## config.mk

```make
export PLATFORM = sky130hd
export DESIGN_NAME = regfile_wb_arbiter
export DESIGN_NICKNAME = d
export VERILOG_FILES = /design/src/rtl/rf_pkg.sv /design/src/rtl/rr_arbiter.sv /design/src/rtl/regfile_wb_arbiter.sv
export SDC_FILE = /design/constraint.sdc
export NUM_CORES = 1
export LEC_CHECK = 0
export CAP_MARGIN = 25
export CORE_ASPECT_RATIO = 1.5
export CORE_MARGIN = 3
export CORE_UTILIZATION = 70
export CTS_BUF_LIST = sky130_fd_sc_hd__clkbuf_8
export DETAILED_ROUTE_END_ITERATION = 12
export DONT_BUFFER_PORTS = 1
export GPL_ROUTABILITY_DRIVEN = 0
export GPL_TIMING_DRIVEN = 0
export HOLD_SLACK_MARGIN = 0.03
export PLACE_DENSITY = 0.86
export SYNTH_ARGS = -nofsm -noshare
export SYNTH_HDL_FRONTEND = slang
export SYNTH_SLANG_ARGS = --single-unit
export TNS_END_PERCENT = 5
```

## constraint.sdc

```tcl
create_clock -name clk -period 4.3 [get_ports clk]
set_clock_uncertainty 0.1 [all_clocks]
set_input_delay 0.645 -clock clk [delete_from_list [all_inputs] [get_ports clk]]
set_output_delay 0.645 -clock clk [all_outputs]
set_load 0.02 [all_outputs]
```

## src/rtl/rf_pkg.sv

```systemverilog
// Shared definitions for the register-file writeback path.
// Holds the default address/data widths, the hard-wired zero register
// address, and the fixed requester slot assignments used by the
// writeback arbiter (ALU, load unit, mul/div unit).
package rf_pkg;

  localparam int ADDR_W = 5;
  localparam int DATA_W = 32;

  // Register 0 reads as zero; writes to it are swallowed.
  localparam logic [4:0] REG_ZERO = 5'd0;

  // Requester slot on the writeback arbiter.
  typedef enum logic [1:0] {
    WB_ALU  = 2'd0,
    WB_LOAD = 2'd1,
    WB_MDU  = 2'd2
  } wb_src_e;

endpackage : rf_pkg

```

## src/rtl/rr_arbiter.sv

```systemverilog
// Combinational round-robin arbiter.
// The search starts one past the last winner (ptr) and wraps, so the
// most recently served requester has the lowest priority next time.
// Ports:
//   req   in  N       request vector
//   ptr   in  IDX_W   index of the previous winner
//   grant out N       one-hot grant, zero when no request is pending
//   idx   out IDX_W   index of the granted requester (0 when none)
module rr_arbiter #(
  parameter int N = 3,
  localparam int IDX_W = (N > 1) ? $clog2(N) : 1
) (
  input  logic [N-1:0]     req,
  input  logic [IDX_W-1:0] ptr,
  output logic [N-1:0]     grant,
  output logic [IDX_W-1:0] idx
);

  logic             found;
  logic [IDX_W-1:0] cand;

  // Walk the requesters from ptr+1 around to ptr, taking the first valid one.
  always_comb begin
    grant = '0;
    idx   = '0;
    found = 1'b0;
    cand  = '0;
    for (int k = 1; k <= N; k++) begin
      cand = IDX_W'((int'(ptr) + k) % N);
      if (!found && req[cand]) begin
        grant[cand] = 1'b1;
        idx         = cand;
        found       = 1'b1;
      end else begin
        found = found;
      end
    end
  end

endmodule : rr_arbiter

```

## src/rtl/regfile_wb_arbiter.sv

```systemverilog
// Writeback arbiter for the register file's single write port.
// Up to N_REQ requesters (ALU=0, load=1, mul/div=2) compete round-robin;
// the winner's write is registered and reaches the register file one
// clock after acceptance. Writes to register 0 are accepted but never
// raise reg_write.
// Optional feature (macro WB_BYPASS_EN): adds a two-port forwarding
// lookup so decode can pick up the write that is still in flight.
// Ports:
//   clk, rst          clock, synchronous active-high reset
//   stall             hold from the hazard unit, blocks all grants
//   req_valid/addr/data  packed per-requester write requests
//   req_ready         one-hot acceptance this cycle
//   reg_write, write_addr, write_data  registered register-file write
//   busy              a valid request is left waiting this cycle
//   byp_addr1/2, byp_hit1/2, byp_data  forwarding lookup (WB_BYPASS_EN)
module regfile_wb_arbiter #(
  parameter int N_REQ  = 3,
  parameter int ADDR_W = rf_pkg::ADDR_W,
  parameter int DATA_W = rf_pkg::DATA_W
) (
  input  logic                    clk,
  input  logic                    rst,
  input  logic                    stall,
  input  logic [N_REQ-1:0]        req_valid,
  input  logic [N_REQ*ADDR_W-1:0] req_addr,
  input  logic [N_REQ*DATA_W-1:0] req_data,
  output logic [N_REQ-1:0]        req_ready,
  output logic                    reg_write,
  output logic [ADDR_W-1:0]       write_addr,
  output logic [DATA_W-1:0]       write_data,
`ifdef WB_BYPASS_EN
  input  logic [ADDR_W-1:0]       byp_addr1,
  input  logic [ADDR_W-1:0]       byp_addr2,
  output logic                    byp_hit1,
  output logic                    byp_hit2,
  output logic [DATA_W-1:0]       byp_data,
`endif
  output logic                    busy
);

  import rf_pkg::*;

  localparam int IDX_W = $clog2(N_REQ);

  logic [IDX_W-1:0]  ptr_q, ptr_d;
  logic              reg_write_q, reg_write_d;
  logic [ADDR_W-1:0] write_addr_q, write_addr_d;
  logic [DATA_W-1:0] write_data_q, write_data_d;

  logic [N_REQ-1:0]  grant_s;
  logic [IDX_W-1:0]  win_idx_s;
  logic              xfer_s;
  logic [ADDR_W-1:0] win_addr_s;
  logic [DATA_W-1:0] win_data_s;

  rr_arbiter #(.N(N_REQ)) u_rr_arbiter (
    .req   (req_valid),
    .ptr   (ptr_q),
    .grant (grant_s),
    .idx   (win_idx_s)
  );

  // Grants are suppressed during reset and stall so nothing is accepted.
  always_comb begin
    if (rst || stall) begin
      req_ready = '0;
    end else begin
      req_ready = grant_s;
    end
  end

  // Any valid requester left without a grant keeps busy high.
  always_comb begin
    if (rst) begin
      busy = 1'b0;
    end else begin
      busy = |(req_valid & ~req_ready);
    end
  end

  // Select the accepted request's address and data.
  always_comb begin
    win_addr_s = '0;
    win_data_s = '0;
    for (int i = 0; i < N_REQ; i++) begin
      if (req_ready[i]) begin
        win_addr_s = req_addr[i*ADDR_W +: ADDR_W];
        win_data_s = req_data[i*DATA_W +: DATA_W];
      end else begin
        win_addr_s = win_addr_s;
      end
    end
  end

  assign xfer_s = |req_ready;

  // Next-state: capture the winner, hold address/data otherwise.
  always_comb begin
    ptr_d        = ptr_q;
    reg_write_d  = 1'b0;
    write_addr_d = write_addr_q;
    write_data_d = write_data_q;
    if (xfer_s) begin
      ptr_d        = win_idx_s;
      reg_write_d  = (win_addr_s != ADDR_W'(REG_ZERO));
      write_addr_d = win_addr_s;
      write_data_d = win_data_s;
    end else begin
      ptr_d = ptr_q;
    end
  end

  // State registers; reset leaves requester 0 with first priority.
  always_ff @(posedge clk) begin
    if (rst) begin
      ptr_q        <= IDX_W'(N_REQ - 1);
      reg_write_q  <= 1'b0;
      write_addr_q <= '0;
      write_data_q <= '0;
    end else begin
      ptr_q        <= ptr_d;
      reg_write_q  <= reg_write_d;
      write_addr_q <= write_addr_d;
      write_data_q <= write_data_d;
    end
  end

  assign reg_write  = reg_write_q;
  assign write_addr = write_addr_q;
  assign write_data = write_data_q;

`ifdef WB_BYPASS_EN
  // Register 0 never forwards: it is never written.
  assign byp_hit1 = reg_write_q && (write_addr_q == byp_addr1) && (byp_addr1 != ADDR_W'(REG_ZERO));
  assign byp_hit2 = reg_write_q && (write_addr_q == byp_addr2) && (byp_addr2 != ADDR_W'(REG_ZERO));
  assign byp_data = write_data_q;
`endif

endmodule : regfile_wb_arbiter

```

Word-level counts from Yosys, hierarchy flattened
Cells that the tools add are included.
Widths: inputs -> output; s select.
{"block": "word_totals", "regBits": 40, "latchBits": 0, "ramBits": 0, "mem_bits_ro": 0, "word_cells": 61, "memories": 0}
{"block": "classes", "addsub": 3, "n_mul": 0, "div_mod_pow": 3, "magnitude_cmp": 6, "eq_ne": 0, "shifts": 0, "muxes": 28, "bitwise_logic": 5, "reduce_logical": 12}
{"cell": "$mod 32x3->32 const B", "count": 3}
{"cell": "$mux 32", "count": 3}
{"cell": "$mux 5", "count": 3}
{"cell": "$mux 3", "count": 4}
{"cell": "$lt 2x3->1 const B", "count": 3}
{"cell": "$mux 1", "count": 9}
{"cell": "$add 2x2->3 const B", "count": 2}
{"cell": "$bmux 1 s2", "count": 3}
{"cell": "$demux 1 s2", "count": 3}
{"cell": "$ge 2x1->1 const B", "count": 3}
{"cell": "$mux 2", "count": 3}
{"cell": "$or 3x3->3", "count": 2}
{"cell": "$reduce_or 3->1", "count": 2}
{"cell": "$logic_and 1x1->1", "count": 5}
{"cell": "$reduce_bool 5->1", "count": 1}
{"cell": "$add 2x1->3 const B", "count": 1}
{"cell": "$and 3x3->3", "count": 1}
{"cell": "$not 3->3", "count": 1}
{"cell": "$logic_not 1->1", "count": 2}
{"cell": "$reduce_or 2->1", "count": 1}
{"cell": "$logic_or 1x1->1", "count": 1}
{"cell": "$not 1->1", "count": 1}

Depth between registers and ports, before layout
{"block": "logic_depth", "ltp_word": 16, "mapped_depth": 13, "depth_no_buf": 10}

Cells and area by module
Synthesis repeated with hierarchy kept, for this count alone.
{"block": "hier_totals", "cells_unflattened": 242, "hier_area_um2": 2200.9}
{"module": "regfile_wb_arbiter", "instances": 1, "cells_per_inst": 207, "area_per_inst_um2": 1920.6, "seq_area_each_um2": 800.8}
{"module": "rr_arbiter", "instances": 1, "cells_per_inst": 35, "area_per_inst_um2": 280.3, "seq_area_each_um2": 0.0}

Least setup slack after synthesis
OpenSTA, ideal clock, no wires.
{"block": "synth_timing", "path_type": "register -> output", "startpoint": "register ptr_q[0]", "endpoint": "output port busy", "arrival_time_ns": 2.240, "t_required_ns": 3.555, "slack_ns": 1.315, "path_stages_with_launch": 12, "path_cell_list": "dfxtp_1 -> inv_1 -> ha_1 -> buf_4 -> and3b_1 -> a21oi_2 -> o211ai_1 -> o22a_1 -> buf_2 -> buf_1 -> a22oi_1 -> a21oi_1"}
{"block": "synth_between", "elab_chain_cells": 16, "elab_cells_between_ends": 43, "cone_classes": "add/sub: 3; div: 3; order compare: 6; mux: 19; bitwise: 4; reduce/logical: 8"}
{"element": "start, declared", "line": "regfile_wb_arbiter.sv:45", "rtl": "logic [IDX_W-1:0] ptr_q, ptr_d;"}
{"element": "start signal, assigned", "line": "regfile_wb_arbiter.sv:116", "rtl": "ptr_q <= IDX_W'(N_REQ - 1);"}
{"element": "start signal, assigned", "line": "regfile_wb_arbiter.sv:121", "rtl": "ptr_q <= ptr_d;"}
{"element": "$add 2x1->3", "line": "rr_arbiter.sv:29", "rtl": "cand = IDX_W'((int'(ptr) + k) % N);"}
{"element": "$mod 32x3->32", "line": "rr_arbiter.sv:29"}
{"element": "$lt 2x3->1 (not written as such) (tied with other cells)", "line": "rr_arbiter.sv:31", "rtl": "grant[cand] = 1'b1;"}
{"element": "$logic_and 1x1->1 (not written as such) / $mux 1 (equally long branches)", "line": "rr_arbiter.sv:31, rr_arbiter.sv:30"}
{"element": "$mux 1, on equally long branches", "line": "rr_arbiter.sv:31, rr_arbiter.sv:30"}
{"element": "$demux 1 s2 / $logic_not 1->1 (equally long branches)"}
{"element": "$mux 3 / $logic_and 1x1->1 (equally long branches)", "line": "rr_arbiter.sv:30", "rtl": "if (!found && req[cand]) begin"}
{"element": "$or 3x3->3 (no source line) / $mux 1 (equally long branches)"}
{"element": "$mux 3 / $logic_not 1->1 (equally long branches)", "line": "rr_arbiter.sv:30"}
{"element": "$or 3x3->3 (no source line) / $logic_and 1x1->1 (equally long branches)"}
{"element": "$mux 3 *", "line": "rr_arbiter.sv:30"}
{"element": "$mux 3 *", "line": "regfile_wb_arbiter.sv:65", "rtl": "if (rst || stall) begin"}
{"element": "$not 3->3 *", "line": "regfile_wb_arbiter.sv:77", "rtl": "busy = |(req_valid & ~req_ready);"}
{"element": "$and 3x3->3 *", "line": "regfile_wb_arbiter.sv:77"}
{"element": "$reduce_or 3->1 *", "line": "regfile_wb_arbiter.sv:77"}
{"element": "$mux 1 *", "line": "regfile_wb_arbiter.sv:74", "rtl": "if (rst) begin"}
{"element": "end, declared", "line": "regfile_wb_arbiter.sv:38", "rtl": "output logic busy"}
Every way passes the cells marked *; elsewhere a longest branch is shown, timed or not. The select of a mux whose other input is x is not followed.

Worst setup path after layout
Ends and elaborated chain as after synthesis.

==> impl_metrics.env <==
export IMPL_outcome="completed"
export IMPL_core_um2=3190
export IMPL_mostFrequentLayoutCells="nand2_1, nor2_1, dfxtp_1"
export IMPL_dp_cells=315
export IMPL_grt_pass1_vias=2157
export IMPL_drv_cap=0
export IMPL_maxSlewViolCount=0
export IMPL_design_area_um2=2500
export IMPL_endpoint_kind="primary output"
export IMPL_cts_made_buffers=5
export IMPL_syn_avg_cell_area_um2=8.59
export IMPL_fin_nets=403
export IMPL_postRouteAntennaNets=0
export IMPL_timing_final_crit_share_pct=86.7
export IMPL_crit_chain="inv_1 -> ha_1 -> buf_4 -> and3b_1 -> a21oi_2 -> o211ai_1 -> o22a_1 -> buf_2 -> buf_1 -> a22oi_1 -> a21oi_1"
export IMPL_preCtsSetupSlack_ns=0.911
export IMPL_grt_max_degree=13
export IMPL_period_minus_slack_ns=3.73
export IMPL_ys_seq_elements=40
export IMPL_clock_latency_ns=0.29
export IMPL_htree_levels=2
export IMPL_ir_drop_uv=443
export IMPL_arrival_ns=2.98
export IMPL_cts_tree="yes"
export IMPL_rsz0062_at_grt="no"
export IMPL_port_buffers=0
export IMPL_netlist_area_um2=2360
export IMPL_p_comb_share_pct=44.8
export IMPL_sw_frac_of_total_pct=44.4
export IMPL_antenna_found_initial=0
export IMPL_maxSlewHeadroom_pct=68.4
export IMPL_worstSetupPathType="reg2out"
export IMPL_synth_edf_count=0
export IMPL_io_pins=159
export IMPL_worst_pin_slew_ns=0.475
export IMPL_clock_fmax_ghz=0.268
export IMPL_critPathSlowestCell="a21oi_1"
export IMPL_path_clk_slew_ns=0.07
export IMPL_yosysSeqAreaShare_pct=33.9
export IMPL_async_reset_ff_share_pct=0
export IMPL_cp_top_family="compound AO/OA/AOI/OAI gates"
export IMPL_vias=2194
export IMPL_clock_root_buffer="clkbuf_8"
export IMPL_via_per_inst=6.79
export IMPL_synth_cell_types=44
export IMPL_cts_resized=0
export IMPL_grt_pass1_wl_mm=9.80
export IMPL_grt_overflow_total=0
export IMPL_fin_tns_setup_ns=0
export IMPL_p_switching_w=0.000777
export IMPL_finalHoldViolations=0
export IMPL_slowest_delay_ns=0.44
export IMPL_p_total_w=0.00175
export IMPL_dp_hpwl_mm=5.03
export IMPL_cts_buffer_depth=2
export IMPL_postSynthCellCount=275
export IMPL_cts_hold_buffers=0
export IMPL_grt_usage_pct=31.8
export IMPL_clkPwrFrac_pct=14.4
export IMPL_drive_gt1_share_pct=22.6
export IMPL_wl_mm=6.40
export IMPL_synth_ff_type="dfxtp_1"
export IMPL_setup_ws_ns=0.572
export IMPL_yosys_warnings=0
export IMPL_initial_core_util_pct=74.0
export IMPL_cellPowerDensity_nw_per_um2=699
export IMPL_hold_class="in2reg"
export IMPL_drt_iter0_markers=60
export IMPL_syn_nets=396
export IMPL_syn_to_final_growth_pct=6.09
export IMPL_worstSetupStartpointType="flop"
export IMPL_wl_per_cell_um=19.8
export IMPL_fillers=244
export IMPL_firstDrtPassIters=4
export IMPL_p_int_w=0.000974
export IMPL_clkSinkCount=40
export IMPL_stdcell_count=323
export IMPL_crit_required_ns=3.56
export IMPL_diodes=0
export IMPL_fp_row_count=25
export IMPL_die_h_um=77.1
export IMPL_final_common_cell="nand2_1"
export IMPL_power_leakage_nw=0.993
export IMPL_post_cts_repair_setup_buffers=0
export IMPL_die_area_um2=4120
export IMPL_path_max_fanout=10
export IMPL_path_buf_inv=4
export IMPL_remaining_drc_errors=0
export IMPL_setup_viol=0
export IMPL_power_frac_seq_pct=40.7
export IMPL_die_w_um=53.4
export IMPL_placed_area_um2=2410
state kept, by name, indices dropped and copies added, names as in the netlist:
register,count
reg_write,1
write_addr,5
ptr_q,2
write_data,32
cell usage after synthesis (3+ instances only):
cell,n,area (um2)
a21oi_1,19,95.1
dfxtp_1,40,801
buf_2,4,20.0
nand2_1,44,165
buf_6,5,56.3
nand3_1,7,35.0
o21ai_0,5,25.0
a221oi_2,13,195
a21oi_2,17,149
buf_4,7,52.6
inv_1,5,18.8
o211ai_1,3,22.5
nor2_1,40,150
a221oi_1,22,193
ha_1,4,50.1
layer usage:
| metal | track usage [%] | vias to the layer above | share of wire [%] |
|---|---|---|---|
| li1 | - | 1016 | - |
| met1 | 32.1 | 1037 | 34 |
| met2 | 56.0 | 127 | 53 |
| met3 | 10.5 | 14 | 9.7 |
| met4 | 14.3 | 0 | 2.8 |
| met5 | 0 | - | 0 |
kinds of logic after synthesis:
logic type,Yosys count,share of synthesized area (%)
adder cells (fa/ha/maj),4,2.12
flip-flops,40,33.9
buffers and inverters,30,9.06
AO/OA/AOI/OAI,94,34.1
multiplexers,3,1.32
AND/OR/NAND/NOR,104,19.4
worst paths after layout:
path,start,endpoint,slack (ns),cells after the start
worst max-delay path,ptr_q[0],busy,0.57,11
worst min-delay path,rst,ptr_q[1],0.39,2
worst max register to register,ptr_q[0],reg_write,1.46,11
worst min register to register,ptr_q[0],ptr_q[0],0.42,2
layout make-up:
cell class	instances	area, um2	share of cell area, %
Inverter	7	26.3	1.05
Clock inverter	2	11.3	0.450
Tap cell	40	50.0	2.00
Multi-Input combinational cell	205	1350	53.7
Sequential cell	40	801	32.0
Buffer	23	188	7.49
Clock buffer	6	82.6	3.30
power groups by stage:
stage / registers (W) / logic, W / clock network (W)
after floorplan: 0.000693 / 0.000652 / 0
after global placement: 0.000719 / 0.000754 / 0
after detailed placement: 0.000722 / 0.000782 / 0
after CTS: 0.000713 / 0.000783 / 0.000260
after global routing: 0.000724 / 0.000874 / 0.000274
final: 0.000713 / 0.000785 / 0.000253
stage by stage:
step	utilization, %	hold slack [ns]
final	78.5	0.394
after global routing	78.5	0.385
after CTS	78.5	0.386
after detailed placement	75.6	0.404
after global placement	75.6	0.394
after floorplan	-	0.368
No activity file was read; power rests on OpenSTA's default activity.
